===== config.mk =====
export PLATFORM = sky130hd
export DESIGN_NAME = branch_resolve_unit_flat
export DESIGN_NICKNAME = d
export VERILOG_FILES = /design/src/rtl/branch_resolve_unit_if.sv /design/src/rtl/branch_resolve_unit.sv /design/src/flat_wrapper.sv
export SDC_FILE = /design/constraint.sdc
export NUM_CORES = 1
export LEC_CHECK = 0
export BUFFER_PORTS_ARGS = -buffer_cell sky130_fd_sc_hd__buf_2
export CORE_MARGIN = 5
export CORE_UTILIZATION = 45
export DETAILED_ROUTE_END_ITERATION = 10
export PLACE_DENSITY = 0.77
export RECOVER_POWER = 50
export SLEW_MARGIN = 20
export SYNTH_ARGS = -nofsm -noshare
export SYNTH_HDL_FRONTEND = slang
export SYNTH_SLANG_ARGS = --single-unit

===== constraint.sdc =====
create_clock -name clk -period 6.9 [get_ports clk]
set_clock_uncertainty 0.05 [all_clocks]
set_input_delay 0.69 -clock clk [delete_from_list [all_inputs] [get_ports clk]]
set_output_delay 0.69 -clock clk [all_outputs]
set_load 0.005 [all_outputs]

===== src/rtl/branch_resolve_unit_if.sv =====
// Bundle of the decoded B-type input beat and the registered branch result.
// master drives the beat and out_ready; slave is the branch resolve unit.
interface branch_resolve_unit_if #(
    parameter int unsigned XLEN = 32
);
    logic            in_valid;
    logic            in_ready;
    logic [XLEN-1:0] pc;
    logic [2:0]      funct3;
    logic [6:0]      imm_MSB;
    logic [4:0]      imm_LSB;
    logic [XLEN-1:0] rs1_data;
    logic [XLEN-1:0] rs2_data;
    logic            out_valid;
    logic            out_ready;
    logic            taken;
    logic [XLEN-1:0] target_pc;
    logic            redirect;
    logic            misalign;
    logic            illegal;

    modport master (
        output in_valid, pc, funct3, imm_MSB, imm_LSB, rs1_data, rs2_data, out_ready,
        input  in_ready, out_valid, taken, target_pc, redirect, misalign, illegal
    );

    modport slave (
        input  in_valid, pc, funct3, imm_MSB, imm_LSB, rs1_data, rs2_data, out_ready,
        output in_ready, out_valid, taken, target_pc, redirect, misalign, illegal
    );
endinterface


===== src/rtl/branch_resolve_unit.sv =====
// Execute-stage branch resolver: rebuilds the B-type immediate, evaluates the condition,
// registers the result behind a valid/ready handshake and kills wrong-path beats on redirect.
module branch_resolve_unit #(
    parameter int unsigned XLEN        = 32,
    parameter int unsigned FLUSH_DEPTH = 2
) (
    input logic                  clk,
    input logic                  rst_n,
    branch_resolve_unit_if.slave bus
);
    localparam int unsigned CNT_W = (FLUSH_DEPTH < 1) ? 1 : $clog2(FLUSH_DEPTH + 1);

    typedef enum logic [0:0] {StRun, StFlush} state_e;

    state_e          r_state;
    state_e          w_state_nxt;
    logic [CNT_W-1:0] r_kill_cnt;
    logic [CNT_W-1:0] w_kill_cnt_nxt;

    logic            r_out_valid;
    logic            r_taken;
    logic [XLEN-1:0] r_target;
    logic            r_redirect;
    logic            r_misalign;
    logic            r_illegal;

    logic [12:0]     w_imm13;
    logic [XLEN-1:0] w_imm;
    logic [XLEN-1:0] w_target;
    logic            w_eq;
    logic            w_lt;
    logic            w_ltu;
    logic            w_cond;
    logic            w_illegal;
    logic            w_taken;
    logic            w_redirect;
    logic            w_flush;
    logic            w_in_ready;
    logic            w_accept;
    logic            w_discard;

    assign w_imm13  = {bus.imm_MSB[6], bus.imm_LSB[0], bus.imm_MSB[5:0], bus.imm_LSB[4:1], 1'b0};
    assign w_imm    = {{(XLEN - 13){w_imm13[12]}}, w_imm13};
    assign w_target = bus.pc + w_imm;

    assign w_eq  = (bus.rs1_data == bus.rs2_data);
    assign w_lt  = ($signed(bus.rs1_data) < $signed(bus.rs2_data));
    assign w_ltu = (bus.rs1_data < bus.rs2_data);

    always_comb begin
        w_cond    = 1'b0;
        w_illegal = 1'b0;
        case (bus.funct3)
            3'b000:  w_cond = w_eq;
            3'b001:  w_cond = !w_eq;
            3'b100:  w_cond = w_lt;
            3'b101:  w_cond = !w_lt;
            3'b110:  w_cond = w_ltu;
            3'b111:  w_cond = !w_ltu;
            default: w_illegal = 1'b1;
        endcase
    end

    assign w_taken    = w_cond & !w_illegal;
    assign w_redirect = w_taken & !w_target[1];

    // While flushing every beat is swallowed, so the stalled result never blocks the kill.
    assign w_flush    = (r_state == StFlush);
    assign w_in_ready = w_flush | !r_out_valid | bus.out_ready;
    assign w_accept   = bus.in_valid & w_in_ready & !w_flush;
    assign w_discard  = bus.in_valid & w_flush;

    always_comb begin
        w_state_nxt    = r_state;
        w_kill_cnt_nxt = r_kill_cnt;
        case (r_state)
            StRun: begin
                if (w_accept && w_redirect && (FLUSH_DEPTH != 0)) begin
                    w_state_nxt    = StFlush;
                    w_kill_cnt_nxt = CNT_W'(FLUSH_DEPTH);
                end
            end
            StFlush: begin
                if (w_discard) begin
                    w_kill_cnt_nxt = r_kill_cnt - 1'b1;
                    if (r_kill_cnt == CNT_W'(1)) begin
                        w_state_nxt = StRun;
                    end
                end
            end
            default: w_state_nxt = StRun;
        endcase
    end

    always_ff @(posedge clk) begin
        if (!rst_n) begin
            r_state     <= StRun;
            r_kill_cnt  <= '0;
            r_out_valid <= 1'b0;
            r_taken     <= 1'b0;
            r_target    <= '0;
            r_redirect  <= 1'b0;
            r_misalign  <= 1'b0;
            r_illegal   <= 1'b0;
        end else begin
            r_state    <= w_state_nxt;
            r_kill_cnt <= w_kill_cnt_nxt;
            r_redirect <= w_accept & w_redirect;
            if (w_accept) begin
                r_out_valid <= 1'b1;
                r_taken     <= w_taken;
                r_target    <= w_target;
                r_misalign  <= w_taken & w_target[1];
                r_illegal   <= w_illegal;
            end else if (bus.out_ready) begin
                r_out_valid <= 1'b0;
            end
        end
    end

    assign bus.in_ready  = w_in_ready;
    assign bus.out_valid = r_out_valid;
    assign bus.taken     = r_taken;
    assign bus.target_pc = r_target;
    assign bus.redirect  = r_redirect;
    assign bus.misalign  = r_misalign;
    assign bus.illegal   = r_illegal;
endmodule


===== src/flat_wrapper.sv =====
// flat-port wrapper written by rule: the top's interface ports become plain ports
module branch_resolve_unit_flat 
#(
    parameter int unsigned XLEN        = 32,
    parameter int unsigned FLUSH_DEPTH = 2
)
  (clk, rst_n, bus_in_valid, bus_pc, bus_funct3, bus_imm_MSB, bus_imm_LSB, bus_rs1_data, bus_rs2_data, bus_out_ready, bus_in_ready, bus_out_valid, bus_taken, bus_target_pc, bus_redirect, bus_misalign, bus_illegal);
  branch_resolve_unit_if #(.XLEN(XLEN)) bus_i ();
  input logic clk;
  input logic rst_n;
  input wire logic [$bits(bus_i.in_valid)-1:0] bus_in_valid;
  input wire logic [$bits(bus_i.pc)-1:0] bus_pc;
  input wire logic [$bits(bus_i.funct3)-1:0] bus_funct3;
  input wire logic [$bits(bus_i.imm_MSB)-1:0] bus_imm_MSB;
  input wire logic [$bits(bus_i.imm_LSB)-1:0] bus_imm_LSB;
  input wire logic [$bits(bus_i.rs1_data)-1:0] bus_rs1_data;
  input wire logic [$bits(bus_i.rs2_data)-1:0] bus_rs2_data;
  input wire logic [$bits(bus_i.out_ready)-1:0] bus_out_ready;
  output wire logic [$bits(bus_i.in_ready)-1:0] bus_in_ready;
  output wire logic [$bits(bus_i.out_valid)-1:0] bus_out_valid;
  output wire logic [$bits(bus_i.taken)-1:0] bus_taken;
  output wire logic [$bits(bus_i.target_pc)-1:0] bus_target_pc;
  output wire logic [$bits(bus_i.redirect)-1:0] bus_redirect;
  output wire logic [$bits(bus_i.misalign)-1:0] bus_misalign;
  output wire logic [$bits(bus_i.illegal)-1:0] bus_illegal;
  assign bus_i.in_valid = bus_in_valid;
  assign bus_i.pc = bus_pc;
  assign bus_i.funct3 = bus_funct3;
  assign bus_i.imm_MSB = bus_imm_MSB;
  assign bus_i.imm_LSB = bus_imm_LSB;
  assign bus_i.rs1_data = bus_rs1_data;
  assign bus_i.rs2_data = bus_rs2_data;
  assign bus_i.out_ready = bus_out_ready;
  assign bus_in_ready = bus_i.in_ready;
  assign bus_out_valid = bus_i.out_valid;
  assign bus_taken = bus_i.taken;
  assign bus_target_pc = bus_i.target_pc;
  assign bus_redirect = bus_i.redirect;
  assign bus_misalign = bus_i.misalign;
  assign bus_illegal = bus_i.illegal;
  branch_resolve_unit #(.XLEN(XLEN), .FLUSH_DEPTH(FLUSH_DEPTH)) u_core (.clk(clk), .rst_n(rst_n), .bus(bus_i));
endmodule

==> out/metrics.cfg, run 1 <==
[timing]
setup_tns_ps = 0
fmax_mhz = 315
period_minus_slack_ps = 3170
finalHoldViolations = 0
maxSlewHeadroom = 0.309
tightest_slew_ps = 1030
rsz0062_at_grt = no
finalCritPeriodShare = 0.459
finalSetupViolCount = 0
setup_slack_ps = 3730
slew_viol_final = 0

[run]
max_cap_viol_count = 0

[synth]
ys_seq_area_frac = 0.209
synth_area_um2 = 3830
synth.distinct_cells = 61
async_reset_ff_frac = 0
synthesis.nets = 677
synth_edf_count = 0
ys_ff_latch = 40
synth_flop_cell = dfxtp_1
synth_warnings = 0
netlist_instances = 498
avgSynthCellArea_um2 = 7.70

[global_route]
grt_max_degree = 43
gr-max-usage-layer = met2
grt_overflow = 0
grt_use_met2 = 0.380
grt_pass1_wl_um = 17700
grt_antenna_before_repair = 0
grt_pass1_vias = 4072
grt_util_met3 = 0.0348
grt_usage = 0.203
gr-usage-met1 = 0.246

[clocking]
cts_sinks = 40
htreeDepth = 2
cts-hold-fix-buffers = 0
tritoncts = yes
ctsLongestPathBuffers = 2
clock_latency_ps = 280
cts_buffers = 5
cts-root-buf = clkbuf_8
postCtsSetupRepairBufs = 0
cts_resized = 0
clk_pin_slew_ps = 80

[worst_setup_path]
cp_data_arrival_time_ps = 3250
r2r_setup_slack_ps = 4900
cp-end-kind = register
crit_fanout = 20
start_kind = input pin
worstPathRequired_ps = 6980
critPathKind = in2reg

[floorplan]
die_h_um = 102
fp.dieW_um = 102
ios = 153
fp-row-count = 33
initial_utilization = 0.464
core_area_um2 = 8260
fp.dieArea_um2 = 10500

[power_and_ir_drop]
p_total_mw = 0.737
p_per_area_nw_per_um2 = 156
ir_drop_mv = 0.102
power_leakage_nw = 2.40

[finish]
drive_above_1_share = 0.236
finalInstanceArea_um2 = 4730
fillCellCount = 799
diodes = 0
fin_util = 0.573
area_delta_synth_final_pct = 23.5
multiInputGateArea_um2 = 2830
nets = 821
register_area_um2 = 801

[place]
place_congestion = 0.885
numPortBuffers = 152
hpwl_um = 8800
dpl_cell_area_um2 = 4680
post-place-ws_ps = 3460

[worst_hold_path]
holdCritPathClass = reg2reg

[route]
wl_per_cell_um = 14.6
vias_per_cell = 5.50
drtIter0Drc = 184
firstDrtPassIters = 5
vias = 4112
drt.antenna.violating_nets = 0
drc = 0
drt-total-wl_um = 10900

[outcome]
outcome = finished clean

==> cell usage in the layout, fill, tap and decap left out, drive strengths merged, types with 4 or more instances in the layout <==
cell	n
buf	124
or3	4
o211ai	6
a31oi	5
nand3b	4
nor3	8
a21o	30
nand2b	10
a211oi	7
xnor2	11
clkbuf	36
nand2	61
nor2	24
inv	39
o21ai	26
and3	5
ha	63
dfxtp	40
xor2	10
a21oi	55
nand4	14
nand3	16
==> layer usage <==
layer / up-vias / routed length (µm)
met5: - / 0
met4: 0 / 118
met3: 14 / 892
met2: 165 / 5290
met1: 1848 / 4610
li1: 2085 / -
==> cells in the mapped netlist (2+ instances only) <==
| master | n | share of area |
|---|---|---|
| buf_1 | 2 | 0.0020 |
| dfxtp_1 | 40 | 0.21 |
| o22ai_1 | 2 | 0.0033 |
| o31ai_1 | 2 | 0.0039 |
| nand2b_1 | 10 | 0.016 |
| o2111ai_1 | 2 | 0.0046 |
| and2_1 | 2 | 0.0033 |
| o21a_1 | 2 | 0.0039 |
| nand4_1 | 14 | 0.023 |
| a21oi_2 | 3 | 0.0069 |
| nor2b_1 | 3 | 0.0049 |
| o21ai_0 | 16 | 0.021 |
| or2_2 | 2 | 0.0033 |
| ha_1 | 63 | 0.21 |
| nand2_1 | 61 | 0.060 |
| a21o_1 | 30 | 0.059 |
| a211oi_1 | 6 | 0.012 |
| and3_1 | 4 | 0.0065 |
| a21oi_1 | 52 | 0.068 |
| nor4_1 | 3 | 0.0049 |
| nor3_1 | 8 | 0.010 |
| a31oi_1 | 5 | 0.0082 |
| nand3_1 | 16 | 0.021 |
| a211o_1 | 2 | 0.0046 |
| xor2_1 | 10 | 0.023 |
| o211ai_1 | 5 | 0.0098 |
| or3_1 | 4 | 0.0065 |
| inv_1 | 39 | 0.038 |
| xnor2_1 | 11 | 0.025 |
| nor2_1 | 23 | 0.023 |
| o21ai_1 | 9 | 0.012 |
| clkbuf_1 | 14 | 0.014 |
| nand3b_1 | 4 | 0.0078 |
| o21ba_2 | 2 | 0.0052 |
==> worst max-delay path, stage by stage <==
cell	delay [ps]
buf_2	380
ha_1	380
and3_4	220
and2_1	160
a221oi_2	240
o21ai_1	170
o21ai_2	250
o211ai_2	160
a2111o_1	430
o21ai_1	80
a211oi_1	70
==> cell families after synthesis <==
kind of cell,count (synthesis),share of synthesized area
adder cells (fa/ha/maj),64,0.211
multiplexers,1,0.00294
AND/OR/NAND/NOR,160,0.203
AO/OA/AOI/OAI,156,0.271
buffers and inverters,56,0.0551
XOR/XNOR,21,0.0480
flip-flops,40,0.209
==> final timing paths <==
check,cells after the start,to,startpoint
worst min-delay path,2,u_core.bus.target_pc[3],u_core.bus.target_pc[3]
worst max-delay path,11,u_core.bus.target_pc[27],bus_imm_MSB[6]
worst max register to register,7,u_core.r_kill_cnt[0],u_core.r_state
worst min register to register,2,u_core.bus.target_pc[3],u_core.bus.target_pc[3]
==> sequential cells by signal (all words and copies together) (netlist names) <==
name and flops:
u_core.bus.illegal 1, u_core.bus.misalign 1, u_core.bus.out_valid 1, u_core.bus.redirect 1
u_core.bus.taken 1, u_core.bus.target_pc 32, u_core.r_kill_cnt 2, u_core.r_state 1
==> layout make-up <==
cell class / count / area share
clock buffer: 6 / 0.0174
clock inverter: 2 / 0.00211
inverter: 39 / 0.0309
multi-input combinational: 402 / 0.597
sequential: 40 / 0.169
tap: 105 / 0.0277
timing repair buffer: 154 / 0.156
==> power breakdown <==
part / internal (mW) / leakage (nW) / switching, mW
Sequential: 0.255 / 0.329 / 0.0125
Combinational: 0.138 / 2.02 / 0.170
Clock: 0.0799 / 0.0510 / 0.0820
Total: 0.473 / 2.40 / 0.264
==> stage by stage <==
stage | hold slack, ps | std cells
after floorplan | 398 | 498
after global placement | 388 | 740
after detailed placement | 391 | 740
after CTS | 401 | 748
after global routing | 428 | 748
final | 404 | 748
Power figures use the tool's default switching activity.
==> run 2: changes to the inputs <==
--- a/config.mk
+++ b/config.mk
@@ -5,11 +5,12 @@
 export SDC_FILE = /design/constraint.sdc
 export NUM_CORES = 1
 export LEC_CHECK = 0
+export ABC_AREA = 1
 export BUFFER_PORTS_ARGS = -buffer_cell sky130_fd_sc_hd__buf_2
 export CORE_MARGIN = 5
 export CORE_UTILIZATION = 45
 export DETAILED_ROUTE_END_ITERATION = 10
-export PLACE_DENSITY = 0.77
+export PLACE_DENSITY = 0.79
 export RECOVER_POWER = 50
 export SLEW_MARGIN = 20
 export SYNTH_ARGS = -nofsm -noshare
==> constraint.sdc (replaced) <==
create_clock -name clk -period 2.6 [get_ports clk]
set_clock_uncertainty 0.05 [all_clocks]
set_input_delay 0.26 -clock clk [delete_from_list [all_inputs] [get_ports clk]]
set_output_delay 0.26 -clock clk [all_outputs]
set_load 0.005 [all_outputs]
==> run 2 against run 1 <==
- die area up 9.2%
- critical path depth up 1
- final cell count up 22%
- global-route usage down 0.26 points
- hold slack worse by 260 ps
- via count up 9.9%
- total power rose to 2.8 times the previous value
- final area up 9.2%
- flip-flop and latch count unchanged
- critical path type unchanged
==> out/metrics.cfg, run 2 <==
[route]
drc = 0  ; unchanged
drtIter0Drc = 177  ; was 184
drt-total-wl_um = 11600  ; was 10,900 µm
drt.antenna.violating_nets = 0  ; unchanged
wl_per_cell_um = 12.7  ; was 14.6 µm
vias_per_cell = 4.95  ; was 5.50
vias = 4520  ; was 4,112
firstDrtPassIters = 4  ; was 5

[finish]
multiInputGateArea_um2 = 2960  ; was 2830 µm²
area_delta_synth_final_pct = 22.4  ; was 23.5%
largest_register_ffs = 32  ; unchanged
mostFrequentLayoutCells = 125 x buf_2, 111 x nand2_1, 110 x inv_1  ; was 122 x buf_2, 63 x ha_1, 61 x nand2_1
diodes = 0  ; unchanged
drive_above_1_share = 0.212  ; was 0.236
mostFrequentLayoutCell = buf_2  ; unchanged
register_area_um2 = 801  ; unchanged
finalInstanceArea_um2 = 5170  ; was 4730 µm²
nets = 980  ; was 821
instances_no_fill = 913  ; was 748
fin_util = 0.562  ; was 0.573
fillCellCount = 951  ; was 799

[floorplan]
fp.dieW_um = 107  ; was 102 µm
ios = 153  ; unchanged
die_h_um = 107  ; was 102 µm
fp-row-count = 35  ; was 33
core_area_um2 = 9200  ; was 8260 µm²
fp.dieArea_um2 = 11400  ; was 10,500 µm²
initial_utilization = 0.459  ; was 0.464

[synth]
ys_seq_area_frac = 0.190  ; was 0.209
avgSynthCellArea_um2 = 6.50  ; was 7.70 µm²
synth_area_leader_cell = dfxtp_1  ; unchanged
ys_ff_latch = 40  ; unchanged
synthesis.nets = 829  ; was 677
synth.distinct_cells = 42  ; was 61
synth_top_area_frac = 0.190  ; was 0.209
synth_area_leaders = dfxtp_1 19%, ha_1 19%, nand2_1 9.9%, inv_1 9.8%, nor2_1 9.0%  ; was dfxtp_1 21%, ha_1 21%, a21oi_1 6.8%, nand2_1 6.0%, a21o_1 5.9%
synth_area_um2 = 4230  ; was 3830 µm²
async_reset_ff_frac = 0  ; unchanged
synth_warnings = 0  ; unchanged
synth_common_cells = 111 x nand2_1, 110 x inv_1, 101 x nor2_1  ; was 63 x ha_1, 61 x nand2_1, 52 x a21oi_1
netlist_instances = 650  ; was 498
synth_edf_count = 0  ; unchanged
synth.most_common_cell = nand2_1  ; was ha_1
synth_flop_cell = dfxtp_1  ; unchanged

[timing]
finalSetupViolCount = 0  ; unchanged
setup_tns_ps = 0  ; unchanged
tightest_slew_ps = 994  ; was 1030 ps
hold_ws_ps = 146  ; was 404 ps
slew_viol_final = 0  ; unchanged
finalCritPeriodShare = 0.858
rsz0062_at_grt = no  ; unchanged
maxSlewHeadroom = 0.337  ; was 0.309
setup_slack_ps = 369  ; was 3730 ps
fmax_mhz = 448
period_minus_slack_ps = 2230
finalHoldViolations = 0  ; unchanged

[clocking]
cts_buffers = 5  ; unchanged
cts-root-buf = clkbuf_8  ; unchanged
postCtsSetupRepairBufs = 0  ; unchanged
tritoncts = yes  ; unchanged
clk_pin_slew_ps = 80  ; about the same
htreeDepth = 2  ; unchanged
cts_sinks = 40  ; unchanged
cts-hold-fix-buffers = 0  ; unchanged
clock_latency_ps = 300  ; was 280 ps
ctsLongestPathBuffers = 2  ; unchanged
cts_resized = 0  ; unchanged

[power_and_ir_drop]
pwr-share-clk = 0.220  ; about the same
p_per_area_nw_per_um2 = 399  ; was 156 nW/µm²
ir_drop_mv = 0.298  ; was 0.102 mV
power.internal_mw = 1.26  ; was 0.473 mW
p_total_mw = 2.06  ; was 0.737 mW
switching_share = 0.388  ; was 0.359
power_leakage_nw = 2.94  ; was 2.40 nW
power_frac_seq = 0.346  ; was 0.362
combPwrFrac = 0.434  ; was 0.418
switchingPower_mw = 0.801  ; was 0.264 mW

[place]
numPortBuffers = 152  ; unchanged
place_congestion = 0.995  ; was 0.885
hpwl_um = 9650  ; was 8800 µm
dpl_cell_area_um2 = 5110  ; was 4680 µm²
post-place-ws_ps = 160  ; was 3460 ps
dp_cells = 905  ; was 740

[worst_setup_path]
worstPathRequired_ps = 2740  ; was 6980 ps
r2r_setup_slack_ps = 680  ; was 4900 ps
critPathKind = in2reg  ; unchanged
cp_data_arrival_time_ps = 2370  ; was 3250 ps
reg2regPathDepth = 5  ; was 7
cp-end-kind = register  ; unchanged
crit_path_start = bus_imm_MSB[6]  ; unchanged
worst_r2r_startpoint = u_core.r_state  ; unchanged
rr_endpoint = u_core.r_kill_cnt[0]  ; unchanged
crit_fanout = 20  ; unchanged
start_kind = input pin  ; unchanged

[global_route]
grt_overflow = 0  ; unchanged
grt_antenna_before_repair = 0  ; unchanged
grt_max_degree = 47  ; was 43
grt_usage = 0.201  ; was 0.203
grt_pass1_vias = 4270  ; was 4,072
grt_pass1_wl_um = 19000  ; was 17,700 µm

[run]
max_cap_viol_count = 0  ; unchanged

[worst_hold_path]
holdCritPathClass = in2reg  ; was reg2reg
min_to = u_core.bus.target_pc[0]  ; was u_core.bus.target_pc[3]
min_path_cells = 3  ; was 2
hold_path_startpoint = bus_pc[0]  ; was u_core.bus.target_pc[3]

[outcome]
outcome = finished clean  ; unchanged

## run 2: cell types whose count changed in the layout (fill, tap and decap cells not counted), moves of 5 or more
| cell | delta |
|---|---|
| nor2_1 | +78 |
| nand2_2 | +6 |
| nand2_1 | +50 |
| o21ai_0 | +18 |
| nand2b_1 | -10 |
| xor2_1 | +6 |
| nand4_1 | -7 |
| a21oi_2 | +6 |
| nand3_1 | +5 |
| a21o_1 | -21 |
| inv_1 | +71 |
| clkbuf_1 | -5 |
| nor3_1 | -6 |
## run 2: per-layer routing
| metal | part of all wire | wire length, µm | global-route usage | up-vias |
|---|---|---|---|---|
| met2 | 0.47 | 5490 | 0.357 | 130 |
| met4 | 0.011 | 129 | 0.0393 | 0 |
| met5 | 0 | 0 | 0 | - |
| met1 | 0.45 | 5280 | 0.252 | 1967 |
| met3 | 0.061 | 708 | 0.0397 | 11 |
| li1 | - | - | - | 2412 |
## run 2: power by group through the flow
stage	logic (mW)	clock network [mW]	registers (mW)
floorplan	0.593	0	0.731
global placement	0.895	0	0.725
detailed placement	0.898	0	0.728
CTS	0.907	0.465	0.714
global route	1.02	0.495	0.723
finish	0.895	0.454	0.715
## run 2: logic make-up after synthesis
kind of cell,after synthesis,synth area share
AND/OR/NAND/NOR,263,0.265
AO/OA/AOI/OAI,136,0.196
buffers and inverters,124,0.111
adder cells (fa/ha/maj),64,0.191
flip-flops,40,0.190
XOR/XNOR,23,0.0477
## run 2: worst max-delay path by stage
stage                                     endpoint  cells after the start
after floorplan           u_core.bus.target_pc[31]                     17
after global placement    u_core.bus.target_pc[17]                     12
after detailed placement  u_core.bus.target_pc[19]                     18
after CTS                 u_core.bus.target_pc[17]                     12
after global routing      u_core.bus.target_pc[17]                     12
final                     u_core.bus.target_pc[17]                     12
## run 2: layout make-up
class                   count  share of cell area
inverters                 113              0.0820
clock buffers               6              0.0160
well taps                 111              0.0269
multi-input cells         486               0.573
flip-flops and latches     40               0.155
repair buffers            155               0.144
clock inverters             2             0.00290
## run 2: critical path, stage by stage
cell      delay, ps
buf_2           350
ha_1            350
a21o_1          210
a21oi_1         120
nand2_1          90
a21oi_1         300
inv_2            70
a21oi_1         160
xor2_1          200
nand2_1          90
o211ai_1        120
inv_1            60
==> run 3: changes to the inputs <==
--- a/config.mk
+++ b/config.mk
@@ -7,10 +7,11 @@
 export LEC_CHECK = 0
 export ABC_AREA = 1
 export BUFFER_PORTS_ARGS = -buffer_cell sky130_fd_sc_hd__buf_2
+export CORE_ASPECT_RATIO = 2
 export CORE_MARGIN = 5
-export CORE_UTILIZATION = 45
+export CORE_UTILIZATION = 35
 export DETAILED_ROUTE_END_ITERATION = 10
-export PLACE_DENSITY = 0.79
+export PLACE_DENSITY = 0.64
 export RECOVER_POWER = 50
 export SLEW_MARGIN = 20
 export SYNTH_ARGS = -nofsm -noshare
==> run 3 against run 2 <==
- highest routed layer unchanged
- flip-flop and latch count unchanged
- hold slack improved by 36 ps
- setup slack worse by 58 ps
- critical path depth increased by 6
- clock power up 56%
- core utilization shrank 11 points
- wire length increased by 17%
- largest cell class unchanged
- global-route usage fell by 1.5 points
- die area increased by 27%
==> out/metrics.cfg, run 3 (same netlist as run 2, synthesis figures left out) <==
[worst_setup_path]
reg2regPathDepth = 5  ; unchanged
crit_family = simple AND/OR/NAND/NOR gates  ; was compound AO/OA/AOI/OAI gates
cp_common_cell = nand2_1  ; was a21oi_1
cp_cell_sequence = buf_2 > ha_1 > inv_1 > fa_1 > inv_1 > nand3_1 > nand2_2 > nand2_1 > nand2_2 > nand2_1 > nand2_2 > a21oi_2 > o21ai_2 > nand2_1 > nand2_1 > xor2_1 > o21ai_1 > inv_1  ; was buf_2 > ha_1 > a21o_1 > a21oi_1 > nand2_1 > a21oi_1 > inv_2 > a21oi_1 > xor2_1 > nand2_1 > o211ai_1 > inv_1
slowest_delay_ps = 390  ; was 350 ps
crit_cells = 18  ; was 12
critPathKind = in2reg  ; unchanged
cp_slowest_cell = fa_1  ; was buf_2
start_kind = input pin  ; unchanged
cp_num_buf_inv = 4  ; was 3
crit_fanout = 4  ; was 20
worstPathRequired_ps = 2780  ; was 2740 ps
cp-end-kind = register  ; unchanged
cp_data_arrival_time_ps = 2470  ; was 2370 ps

[timing]
finalSetupViolCount = 0  ; unchanged
period_minus_slack_ps = 2290  ; was 2230 ps
rsz0062_at_grt = no  ; unchanged
setup_slack_ps = 311  ; was 369 ps
finalHoldViolations = 0  ; unchanged
tightest_slew_ps = 1050  ; was 994 ps
finalCritPeriodShare = 0.880  ; was 0.858
maxSlewHeadroom = 0.298  ; was 0.337
hold_ws_ps = 183  ; was 146 ps
slew_viol_final = 0  ; unchanged
setup_tns_ps = 0  ; unchanged
fmax_mhz = 437  ; was 448 MHz

[global_route]
grt_pass1_wl_um = 20900  ; was 19,000 µm
grt_antenna_before_repair = 0  ; unchanged
grt_pass1_vias = 4731  ; was 4,270
grt_max_degree = 47  ; unchanged
grt_overflow = 0  ; unchanged
grt_usage = 0.186  ; was 0.201

[clocking]
htreeDepth = 2  ; unchanged
cts_buffers = 5  ; unchanged
clk_pin_slew_ps = 60  ; was 80 ps
cts-root-buf = clkbuf_16  ; was clkbuf_8
tritoncts = yes  ; unchanged
clock_latency_ps = 290  ; was 300 ps
ctsLongestPathBuffers = 2  ; unchanged
cts-hold-fix-buffers = 0  ; unchanged
cts_sinks = 40  ; unchanged
postCtsSetupRepairBufs = 0  ; unchanged
cts_resized = 0  ; unchanged

[floorplan]
initial_utilization = 0.359  ; was 0.459
fp-row-count = 56  ; was 35
core_area_um2 = 11800  ; was 9200 µm²
ios = 153  ; unchanged
die_h_um = 165  ; was 107 µm
fp.dieArea_um2 = 14500  ; was 11,400 µm²
fp.dieW_um = 87.7  ; was 107 µm

[route]
firstDrtPassIters = 5  ; was 4
wl_per_cell_um = 14.3  ; was 12.7 µm
drt-total-wl_um = 13600  ; was 11,600 µm
vias_per_cell = 4.89  ; was 4.95
drtIter0Drc = 117  ; was 177
drc = 0  ; unchanged
drt.antenna.violating_nets = 0  ; unchanged
vias = 4637  ; was 4,520

[finish]
diodes = 0  ; unchanged
area_delta_synth_final_pct = 25.3  ; was 22.4%
mostFrequentLayoutCells = 120 x buf_2, 111 x nand2_1, 110 x inv_1  ; was 125 x buf_2, 111 x nand2_1, 110 x inv_1
finalInstanceArea_um2 = 5300  ; was 5170 µm²
mostFrequentLayoutCell = buf_2  ; unchanged
nets = 981  ; was 980
instances_no_fill = 948  ; was 913
largest_register_ffs = 32  ; unchanged
drive_above_1_share = 0.207  ; was 0.212

[outcome]
outcome = finished clean  ; unchanged

[place]
hpwl_um = 11600  ; was 9650 µm
dpl_cell_area_um2 = 5170  ; was 5110 µm²
post-place-ws_ps = 24.5  ; was 160 ps
dp_cells = 940  ; was 905
place_congestion = 0.910  ; was 0.995
numPortBuffers = 152  ; unchanged

[power_and_ir_drop]
ir_drop_mv = 0.343  ; was 0.298 mV
power_leakage_nw = 2.97  ; was 2.94 nW
p_per_area_nw_per_um2 = 444  ; was 399 nW/µm²

[run]
max_cap_viol_count = 0  ; unchanged

[worst_hold_path]
min_path_cells = 3  ; unchanged
holdCritPathClass = in2reg  ; unchanged

[run 3: worst register-to-register path, stage by stage, from the launching register on]
cell and delay (ps):
dfxtp_1 350, nor3_2 210, clkbuf_2 830, nand3_1 290, nand2_1 120, inv_1 40
[run 3: layer usage]
| metal | up-vias | part of all wire | GRT usage |
|---|---|---|---|
| li1 | 2405 | - | - |
| met2 | 149 | 0.58 | 0.393 |
| met3 | 42 | 0.052 | 0.0214 |
| met4 | 0 | 0.056 | 0.117 |
| met5 | - | 0 | 0 |
| met1 | 2041 | 0.31 | 0.148 |
[run 3: stage by stage]
step                      power (mW)   util
final                           2.35  0.450
after global routing            2.53  0.450
after CTS                       2.40  0.454
after detailed placement        1.67  0.439
after global placement          1.67  0.439
after floorplan                 1.32      -
[run 3: final timing paths]
kind,start,to,slack (ps)
max,bus_imm_LSB[1],u_core.bus.target_pc[19],310
min,bus_pc[0],u_core.bus.target_pc[0],180
max reg2reg,u_core.r_state,u_core.bus.target_pc[22],610
min reg2reg,u_core.bus.target_pc[1],u_core.bus.target_pc[1],420
[run 3: layout make-up]
type / instances / area, µm²
clock buffer: 5 / 125
clock inverter: 3 / 42.5
fill: 1310 / 6470
inverter: 113 / 424
multi-input combinational: 486 / 2960
sequential: 40 / 801
tap: 145 / 181
timing repair buffer: 156 / 761
[run 3: where the power goes]
group          internal [mW]  switching (mW)  leakage [nW]
combinational          0.372           0.551          2.56
sequential             0.681          0.0388         0.331
clock                  0.451           0.259        0.0798
